[config.mk]
export PLATFORM = sky130hd
export DESIGN_NAME = pl_mem_arb
export DESIGN_NICKNAME = d
export VERILOG_FILES = /design/src/rtl/pl_pkg.sv /design/src/rtl/pl_mem_arb.sv
export SDC_FILE = /design/constraint.sdc
export NUM_CORES = 1
export LEC_CHECK = 0
export BUFFER_PORTS_ARGS = -buffer_cell sky130_fd_sc_hd__buf_2
export CORE_MARGIN = 2
export CORE_UTILIZATION = 40
export DETAILED_ROUTE_END_ITERATION = 10
export PLACE_DENSITY = 0.74
export SLEW_MARGIN = 5
export SYNTH_ARGS = -nofsm -noshare
export SYNTH_HDL_FRONTEND = slang
export SYNTH_SLANG_ARGS = --single-unit
[constraint.sdc]
create_clock -name clk -period 1.8 [get_ports clk]
set_input_delay 0.54 -clock clk [delete_from_list [all_inputs] [get_ports clk]]
set_output_delay 0.54 -clock clk [all_outputs]
set_load 0.02 [all_outputs]
[src/rtl/pl_pkg.sv]
// Shared types for the pl_mem_arb instruction/data memory arbiter.
package pl_pkg;

  // Arbiter sequencing states
  typedef enum logic [1:0] {
    ST_IDLE  = 2'd0,
    ST_ISSUE = 2'd1,
    ST_WAIT  = 2'd2,
    ST_DONE  = 2'd3
  } state_e;

  // Which requester owns the current access
  typedef enum logic {
    SEL_I = 1'b0,
    SEL_D = 1'b1
  } sel_e;

  // Read-latency counter holds LAT-1, and LAT is at most 4
  localparam int unsigned LAT_CNT_W = 2;

endpackage

[src/rtl/pl_mem_arb.sv]
// pl_mem_arb: arbitrates a fetch port and a data port onto one single-port memory.
// Optional feature macro: ARB_FAIRNESS_EN (bounded fetch starvation under data pressure).
module pl_mem_arb
  import pl_pkg::*;
#(
  parameter int unsigned AW         = 32,
  parameter int unsigned DW         = 32,
  parameter int unsigned LAT        = 2,
  parameter int unsigned STARVE_MAX = 4
) (
  input  logic            clk,
  input  logic            rstn,
  input  logic            i_req,
  input  logic [AW-1:0]   i_addr,
  output logic [DW-1:0]   i_rdata,
  output logic            i_ready,
  input  logic            d_req,
  input  logic            d_we,
  input  logic [DW/8-1:0] d_wmask,
  input  logic [AW-1:0]   d_addr,
  input  logic [DW-1:0]   d_wdata,
  output logic [DW-1:0]   d_rdata,
  output logic            d_ready,
  output logic            i_stall,
  output logic            d_stall,
  output logic            mem_en,
  output logic            mem_we,
  output logic [DW/8-1:0] mem_wmask,
  output logic [AW-1:0]   mem_addr,
  output logic [DW-1:0]   mem_wdata,
  input  logic [DW-1:0]   mem_rdata
);

  localparam int unsigned MW = DW / 8;
  localparam int unsigned CW = LAT_CNT_W;

  if (LAT < 1 || LAT > 4 || STARVE_MAX < 1) begin : g_bad_cfg
    $error("pl_mem_arb: LAT must be 1..4 and STARVE_MAX at least 1");
  end

  state_e          state_q, state_d;
  sel_e            sel_q, sel_d;
  logic            we_q, we_d;
  logic [CW-1:0]   cnt_q, cnt_d;
  logic [DW-1:0]   i_rdata_q, i_rdata_d;
  logic [DW-1:0]   d_rdata_q, d_rdata_d;
  logic            i_ready_q, i_ready_d;
  logic            d_ready_q, d_ready_d;
  logic            mem_en_q, mem_en_d;
  logic            mem_we_q, mem_we_d;
  logic [MW-1:0]   mem_wmask_q, mem_wmask_d;
  logic [AW-1:0]   mem_addr_q, mem_addr_d;
  logic [DW-1:0]   mem_wdata_q, mem_wdata_d;

  logic grant;
  logic win_d;
  logic force_i;

  assign grant = (state_q == ST_IDLE) && (i_req || d_req);
  assign win_d = d_req && !force_i;

`ifdef ARB_FAIRNESS_EN
  localparam int unsigned SW = $clog2(STARVE_MAX + 1);

  logic [SW-1:0] starve_q, starve_d;

  assign force_i = i_req && (starve_q == SW'(STARVE_MAX));

  // Count data grants that made a waiting fetch lose; any fetch grant clears it
  always_comb begin
    starve_d = starve_q;
    if (grant) begin
      if (!win_d) begin
        starve_d = '0;
      end else if (i_req && (starve_q != SW'(STARVE_MAX))) begin
        starve_d = starve_q + SW'(1);
      end
    end
  end

  // Starvation counter register
  always_ff @(posedge clk) begin
    if (rstn) begin
      starve_q <= '0;
    end else begin
      starve_q <= starve_d;
    end
  end
`else
  assign force_i = 1'b0;
`endif

  // Next-state and registered-output computation for the access sequencer
  always_comb begin
    state_d     = state_q;
    sel_d       = sel_q;
    we_d        = we_q;
    cnt_d       = cnt_q;
    i_rdata_d   = i_rdata_q;
    d_rdata_d   = d_rdata_q;
    i_ready_d   = 1'b0;
    d_ready_d   = 1'b0;
    mem_en_d    = 1'b0;
    mem_we_d    = 1'b0;
    mem_wmask_d = '0;
    mem_addr_d  = '0;
    mem_wdata_d = '0;

    case (state_q)
      ST_IDLE: begin
        if (grant) begin
          // The mem_* registers double as the latch for the winner's fields
          state_d     = ST_ISSUE;
          sel_d       = win_d ? SEL_D : SEL_I;
          we_d        = win_d && d_we;
          mem_en_d    = 1'b1;
          mem_we_d    = win_d && d_we;
          mem_addr_d  = win_d ? d_addr : i_addr;
          mem_wmask_d = (win_d && d_we) ? d_wmask : '0;
          mem_wdata_d = (win_d && d_we) ? d_wdata : '0;
        end
      end
      ST_ISSUE: begin
        if (we_q) begin
          state_d   = ST_DONE;
          d_ready_d = 1'b1;
        end else begin
          state_d = ST_WAIT;
          cnt_d   = CW'(LAT - 1);
        end
      end
      ST_WAIT: begin
        if (cnt_q == '0) begin
          state_d = ST_DONE;
          if (sel_q == SEL_I) begin
            i_rdata_d = mem_rdata;
            i_ready_d = 1'b1;
          end else begin
            d_rdata_d = mem_rdata;
            d_ready_d = 1'b1;
          end
        end else begin
          cnt_d = cnt_q - CW'(1);
        end
      end
      ST_DONE: begin
        state_d = ST_IDLE;
      end
      default: begin
        state_d = ST_IDLE;
      end
    endcase
  end

  // State and output registers; reset abandons any access in flight
  always_ff @(posedge clk) begin
    if (rstn) begin
      state_q     <= ST_IDLE;
      sel_q       <= SEL_I;
      we_q        <= 1'b0;
      cnt_q       <= '0;
      i_rdata_q   <= '0;
      d_rdata_q   <= '0;
      i_ready_q   <= 1'b0;
      d_ready_q   <= 1'b0;
      mem_en_q    <= 1'b0;
      mem_we_q    <= 1'b0;
      mem_wmask_q <= '0;
      mem_addr_q  <= '0;
      mem_wdata_q <= '0;
    end else begin
      state_q     <= state_d;
      sel_q       <= sel_d;
      we_q        <= we_d;
      cnt_q       <= cnt_d;
      i_rdata_q   <= i_rdata_d;
      d_rdata_q   <= d_rdata_d;
      i_ready_q   <= i_ready_d;
      d_ready_q   <= d_ready_d;
      mem_en_q    <= mem_en_d;
      mem_we_q    <= mem_we_d;
      mem_wmask_q <= mem_wmask_d;
      mem_addr_q  <= mem_addr_d;
      mem_wdata_q <= mem_wdata_d;
    end
  end

  assign i_rdata   = i_rdata_q;
  assign i_ready   = i_ready_q;
  assign d_rdata   = d_rdata_q;
  assign d_ready   = d_ready_q;
  assign mem_en    = mem_en_q;
  assign mem_we    = mem_we_q;
  assign mem_wmask = mem_wmask_q;
  assign mem_addr  = mem_addr_q;
  assign mem_wdata = mem_wdata_q;

  // Stalls are combinational so a requester can gate its pipeline in the same cycle
  assign i_stall = i_req && !i_ready_q;
  assign d_stall = d_req && !d_ready_q;

endmodule

==> summary.md, run 1 <==
### Synth
- synthesized area per cell: 9.306 um2
- Syn Std Cell Area: 4765 um2
- yosys warns: 0
- share of async-settable or async-resettable flops after synthesis: 0
- Post-Syn Nets: 653
- most common flop cell mapped by yosys: sky130_fd_sc_hd__dfxtp_1
- Yosys reg bits: 142
- cell count after synthesis: 512
- number of distinct library cell variants in the gate-level netlist after synthesis: 30
- number of flops mapped to enable cells by yosys: 0
- proportion of synthesized chip area in sequential cells: 0.5966

### Power
- power consumption: 9.149 mW
- combinational group share of total power: 0.227
- Peak supply drop: 0.7779 mV
- Power Dens Cells: 1332 nW/um2
- switching power: 2.660 mW
- net switching fraction of the power: 0.2907
- fraction of power consumed by the clock network: 0.369
- Leakage: 3.416 nW
- Int Power: 6.489 mW
- sequential fraction of design power: 0.404

### STA
- Worst Max-Slew Pin Slew: 0.3520 ns
- relative slew slack: 0.7654
- ratio of final minimum period to clock period: 0.9261
- total count of max-transition violations in the final report: 0
- highest clock rate: 599.9 MHz
- Final Worst Setup Slack: 0.1331 ns
- crit path time final: 1.667 ns
- number of hold-slack violations in the final timing report: 0
- RSZ-0062 raised after global routing: no
- Setup Viol. Count Final: 0
- TNS Setup: 0 ns
- setup clock skew after layout: 0.007083 ns

### CTS
- quantity of gates resized following cts: 0
- post-CTS clock slew at the launch and capture registers of the worst setup and hold paths: 0.05 ns
- number of buffers on the longest clock path: 2
- insertion delay of the later-clocked pin in the worst-skew pair: 0.41 ns
- CTS Root Buffer Type: sky130_fd_sc_hd__clkbuf_16
- clock sink count: 142
- H-tree depth: 4
- number of buffers inserted by post-CTS setup repair: 0
- clock tree from TritonCTS: done
- hold bufs inserted after CTS: 0
- total CTS buffers: 17

### Placement
- quantity of I/O buffers inserted on ports: 274
- DP HPWL: 9685 um
- routability congestion estimate from global placement: 0.8332
- placement-stage cell area: 6286 um2
- worst slack at placement: 0.1683 ns

### Worst setup path
- slack of the worst reg-to-reg path: 0.13 ns
- startpoint of the worst register-to-register path: state_q[0]$_SDFFE_PP0P_
- number of cells on the worst reg-to-reg path: 5
- category of the worst setup path launch point: flip-flop
- Critical Path AT: 1.96 ns
- required time of the worst setup path: 2.09 ns
- critical path fanouts, max: 6
- Crit Reg-Reg Endpoint: state_q[0]$_SDFFE_PP0P_
- path type of the worst setup path: reg -> reg
- critical path endpoint category: flip-flop

### Run
- number of maximum-capacitance violations: 0

### Floorplanning
- width of the die: 113.1 um
- vertical extent of the die: 113.1 um
- starting density of the core: 0.4137
- overall die area: 12800 um2
- core region area: 11520 um2
- number of primary I/O pins: 275
- Site Rows: 39

### Drt
- residual DRC count: 20
- post-detailed-routing wire length: 12890 um
- routed vias: 4378
- average wire per cell in the routed design: 13.76 um
- remaining number of nets flagged by the antenna check after routing: 0
- Via-to-Cell Ratio: 4.672
- number of detailed-route iterations in the first pass: 8
- violation count after the first detailed-route iteration: 185

### Hold path
- startpoint of the worst hold path: d_wdata[27]
- Hold Path Cell Cnt: 2
- Worst Hold Class: in -> reg
- capture endpoint of the worst hold path: mem_wdata[27]$_SDFF_PP0_

### Outcome
- failing checks: DRC
- result of the run: finished, violations left

### Final layout
- leading cell types in the layout, fill and taps excluded: sky130_fd_sc_hd__buf_2, sky130_fd_sc_hd__dfxtp_1, sky130_fd_sc_hd__nand2_1
- Layout Area Growth over Synthesis: 44.14%
- most frequent standard cell in the layout excluding fill and tap cells: sky130_fd_sc_hd__buf_2
- Filler Cell Count: 1026
- cell area after layout: 6868 um2
- proportion of layout cells with a drive suffix above 1: 0.3917
- nets: 922
- count of antenna diodes in the layout: 0

### Global route
- grt total ovfl: 0
- global-route wire length before repair: 20090 um
- GRT Resource Usage Total: 0.1983
- number of antenna violations at the first check in global routing: 0
- maximum number of pins on one net before global-route repair: 46
- vias in the first global route: 4264

-- registers in the layout, indices dropped and copies added, names as in the netlist, 2 cells and up --
name	cells
mem_wmask	4
state_q	2
i_rdata	32
mem_wdata	32
d_rdata	32
mem_addr	32
cnt_q	2
-- worst max-delay path, cell delays in order, from the launching register on --
cell	delay (ns)
sky130_fd_sc_hd__dfxtp_1	0.38
sky130_fd_sc_hd__inv_1	0.09
sky130_fd_sc_hd__ha_1	0.25
sky130_fd_sc_hd__nor2b_1	0.19
sky130_fd_sc_hd__or3b_1	0.38
sky130_fd_sc_hd__a32o_1	0.27
-- cell usage after synthesis, drive strengths merged, types with 2 or more instances --
library cell / number / area (um2)
buf: 22 / 130.1
mux2i: 33 / 330.3
nand3: 3 / 15.01
nand2: 133 / 499.2
ha: 4 / 50.05
inv: 6 / 22.52
and2: 36 / 225.2
a21boi: 2 / 15.01
a21oi: 67 / 335.3
clkbuf: 11 / 43.79
nor2: 38 / 150.1
dfxtp: 142 / 2843
nor2b: 3 / 18.77
-- cell families after synthesis --
group	share of synthesized area
DFF	0.5966
muxes	0.06933
buffers and inverters	0.04123
adders and majority gates	0.01050
AOI/OAI and AO/OA	0.08272
and+or+nand+nor	0.1996
-- worst max path at each step --
stage | end | from | slack (ns)
2_1_floorplan | d_stall | d_req | 0.04
3_3_place_gp | d_stall | d_req | 0.17
3_5_place_dp | state_q[0]$_SDFFE_PP0P_ | state_q[0]$_SDFFE_PP0P_ | 0.17
4_1_cts | state_q[0]$_SDFFE_PP0P_ | state_q[0]$_SDFFE_PP0P_ | 0.16
5_1_grt | state_q[0]$_SDFFE_PP0P_ | state_q[0]$_SDFFE_PP0P_ | 0.09
6_report | state_q[0]$_SDFFE_PP0P_ | state_q[0]$_SDFFE_PP0P_ | 0.13
-- per-stage QoR --
| step | std cells | util | hold WS (ns) |
|---|---|---|---|
| 3_3_place_gp | 905 | 0.5459 | 0.4398 |
| 3_5_place_dp | 905 | 0.5459 | 0.4432 |
| 6_report | 937 | 0.5964 | 0.3256 |
| 4_1_cts | 937 | 0.5964 | 0.3095 |
| 5_1_grt | 937 | 0.5964 | 0.3113 |
| 2_1_floorplan | 512 | - | 0.4469 |
-- power by group through the flow --
stage	combinational (mW)	sequential [mW]	clock, mW
after floorplan	0.896	4.19	0
after CTS	2.10	3.70	3.46
after global placement	2.02	3.74	0
after global routing	2.27	3.74	3.59
after detailed placement	2.09	3.76	0
final	2.08	3.70	3.38
-- routing by layer --
metal,vias up,GRT usage,part of all wire
met2,188,0.3509,0.51
met3,27,0.07338,0.093
li1,2182,-,-
met4,0,0.08943,0.027
met1,1981,0.2103,0.37
met5,-,0,0
-- area by class of cell --
cell class | instances | area [um2] | share of cell area
Clock buffer | 27 | 503.0 | 0.07324
Clock inverter | 5 | 78.83 | 0.01148
Inverter | 6 | 22.52 | 0.003279
Multi-Input combinational cell | 331 | 1728 | 0.2516
Sequential cell | 142 | 2843 | 0.4139
Tap cell | 143 | 178.9 | 0.02605
Timing Repair Buffer | 283 | 1514 | 0.2204
Power figures use the tool's default switching activity.
==> inputs of run 2 (changes only) <==
==> constraint.sdc (replaced) <==
create_clock -name clk -period 1.8 [get_ports clk]
set_input_delay 0.36 -clock clk [delete_from_list [all_inputs] [get_ports clk]]
set_output_delay 0.36 -clock clk [all_outputs]
set_load 0.02 [all_outputs]
==> run 2 against run 1 <==
The run still ends with DRC left; clock power grew 3%; worst hold slack got worse by 0.18 ns; combinational power barely moved; final cell count unchanged; sequential power about the same; clock skew about the same; cell area rose by 0.11%; critical endpoint unchanged.
==> summary.md, run 2 (synthesis results as in run 1) <==
### Global route
- grt total ovfl: 0, unchanged
- number of antenna violations at the first check in global routing: 1, +1
- vias in the first global route: 4270, +0.14%
- maximum number of pins on one net before global-route repair: 60, +30%
- global-route wire length before repair: 19830 um, -1.3%
- GRT Resource Usage Total: 0.1962, -0.002111

### Worst setup path
- path type of the worst setup path: reg -> reg
- Critical Path AT: 1.94 ns, -0.02 ns
- category of the worst setup path launch point: flip-flop
- critical path fanouts, max: 6, unchanged
- required time of the worst setup path: 2.09 ns, about the same
- critical path endpoint category: flip-flop

### Drt
- routed vias: 4404, +0.59%
- post-detailed-routing wire length: 12690 um, -1.6%
- remaining number of nets flagged by the antenna check after routing: 0, unchanged
- number of detailed-route iterations in the first pass: 8, unchanged
- violation count after the first detailed-route iteration: 293, +58%
- Via-to-Cell Ratio: 4.700, +0.59%
- highest metal layer with signal wires: met5
- average wire per cell in the routed design: 13.54 um, -1.6%
- routed length on met3: 1034 um, -13%
- residual DRC count: 16, -20%
- WL met2: 6387 um, -2.0%
- M1 WL: 4903 um, +1.4%

### Final layout
- cell area after layout: 6875 um2, +0.11%
- proportion of layout cells with a drive suffix above 1: 0.3980, +0.006297
- nets: 923, +0.11%
- Layout Area Growth over Synthesis: 44.30%
- most frequent standard cell in the layout excluding fill and tap cells: sky130_fd_sc_hd__buf_2
- leading cell types in the layout, fill and taps excluded: sky130_fd_sc_hd__buf_2, sky130_fd_sc_hd__dfxtp_1, sky130_fd_sc_hd__nand2_1
- share of the core filled with cells: 0.5970, +0.0006520
- count of antenna diodes in the layout: 0, unchanged

### Power
- Peak supply drop: 0.6344 mV, -18%
- Int Power: 6.530 mW, +0.63%
- switching power: 2.710 mW, +1.9%
- Leakage: 3.424 nW, +0.22%
- net switching fraction of the power: 0.2933, +0.002607
- Power Dens Cells: 1344 nW/um2, +0.90%
- fraction of power consumed by the clock network: 0.376, +0.007
- sequential fraction of design power: 0.399, -0.005
- combinational group share of total power: 0.225, -0.002

### STA
- highest clock rate: 606.4 MHz, +1.1%
- crit path time final: 1.649 ns, -0.01783 ns
- number of hold-slack violations in the final timing report: 0, unchanged
- setup clock skew after layout: 0.007165 ns, +0.00008274 ns
- Setup Viol. Count Final: 0, unchanged
- total count of max-transition violations in the final report: 0, unchanged
- ratio of final minimum period to clock period: 0.9162, -0.009908
- Worst Max-Slew Pin Slew: 0.3668 ns, +0.01487 ns
- RSZ-0062 raised after global routing: no
- relative slew slack: 0.7533, -0.01211
- TNS Setup: 0 ns, unchanged
- tightest hold margin: 0.1474 ns, -0.1782 ns

### Run
- number of maximum-capacitance violations: 0, unchanged

### Floorplanning
- vertical extent of the die: 113.1 um, unchanged
- Site Rows: 39, unchanged
- overall die area: 12800 um2, unchanged
- core region area: 11520 um2, unchanged
- starting density of the core: 0.4137, unchanged
- number of primary I/O pins: 275, unchanged
- width of the die: 113.1 um, unchanged

### CTS
- CTS Root Buffer Type: sky130_fd_sc_hd__clkbuf_16
- clock sink count: 142, unchanged
- quantity of gates resized following cts: 0, unchanged
- insertion delay of the later-clocked pin in the worst-skew pair: 0.41 ns, about the same
- H-tree depth: 4, unchanged
- clock tree from TritonCTS: done
- number of buffers inserted by post-CTS setup repair: 0, unchanged
- post-CTS clock slew at the launch and capture registers of the worst setup and hold paths: 0.06 ns, about the same
- hold bufs inserted after CTS: 0, unchanged
- number of buffers on the longest clock path: 2, unchanged
- total CTS buffers: 17, unchanged

### Placement
- DP HPWL: 9420 um, -2.7%
- placement-stage cell area: 6279 um2, -0.12%
- quantity of I/O buffers inserted on ports: 274, unchanged
- routability congestion estimate from global placement: 0.8783, +5.4%

### Hold path
- Worst Hold Class: in -> reg

### Outcome
- failing checks: DRC
- result of the run: finished, violations left

## run 2: cell count changes in the layout (fill, tap and decap cells not counted), sizes merged
cell / change
buf: +1
bufinv: +1
clkbuf: -8
clkinv: +4
clkinvlp: +2
## run 2: cell type report
cell class | count | area, um2
fillers | 1019 | 4641
flip-flops and latches | 142 | 2843
multi-input cells | 331 | 1725
repair buffers | 284 | 1509
clock buffers | 19 | 452.9
well taps | 143 | 178.9
clock inverters | 12 | 143.9
inverters | 6 | 22.52
## run 2: worst paths after layout
kind | from | end | depth (start not counted) | slack, ns
setup / recovery | state_q[0]$_SDFFE_PP0P_ | state_q[0]$_SDFFE_PP0P_ | 5 | 0.15
hold / removal | d_wdata[18] | mem_wdata[18]$_SDFF_PP0_ | 2 | 0.15
setup reg to reg | state_q[0]$_SDFFE_PP0P_ | state_q[0]$_SDFFE_PP0P_ | 5 | 0.15
hold reg to reg | i_rdata[4]$_SDFFE_PP0P_ | i_rdata[4]$_SDFFE_PP0P_ | 2 | 0.45
## run 2: power by group through the flow
stage / Combinational [mW] / Sequential (mW) / Clock (mW)
after detailed placement: 2.09 / 3.75 / 0
after global placement: 2.02 / 3.74 / 0
after floorplan: 0.896 / 4.19 / 0
after global routing: 2.26 / 3.73 / 3.71
final: 2.08 / 3.69 / 3.47
after CTS: 2.10 / 3.69 / 3.55
## run 2: worst max-delay path, stage by stage (launching register included)
cell                      delay (ns)
sky130_fd_sc_hd__dfxtp_1        0.37
sky130_fd_sc_hd__inv_1          0.08
sky130_fd_sc_hd__ha_1           0.25
sky130_fd_sc_hd__nor2b_1        0.18
sky130_fd_sc_hd__or3b_1         0.38
sky130_fd_sc_hd__a32o_1         0.27
## run 2: per-stage QoR
stage          power (mW)  worst slack [ns]  std cells
2_1_floorplan       5.086            0.2979        512
3_3_place_gp        5.756            0.2490        906
3_5_place_dp        5.840            0.1676        906
4_1_cts             9.337            0.1560        937
5_1_grt             9.699           0.04900        937
6_report            9.241            0.1509        937
## run 2: metal layers
metal	up-vias	track usage
li1	2186	-
met1	1996	0.2098
met2	190	0.3365
met3	30	0.07124
met4	2	0.1081
met5	-	0
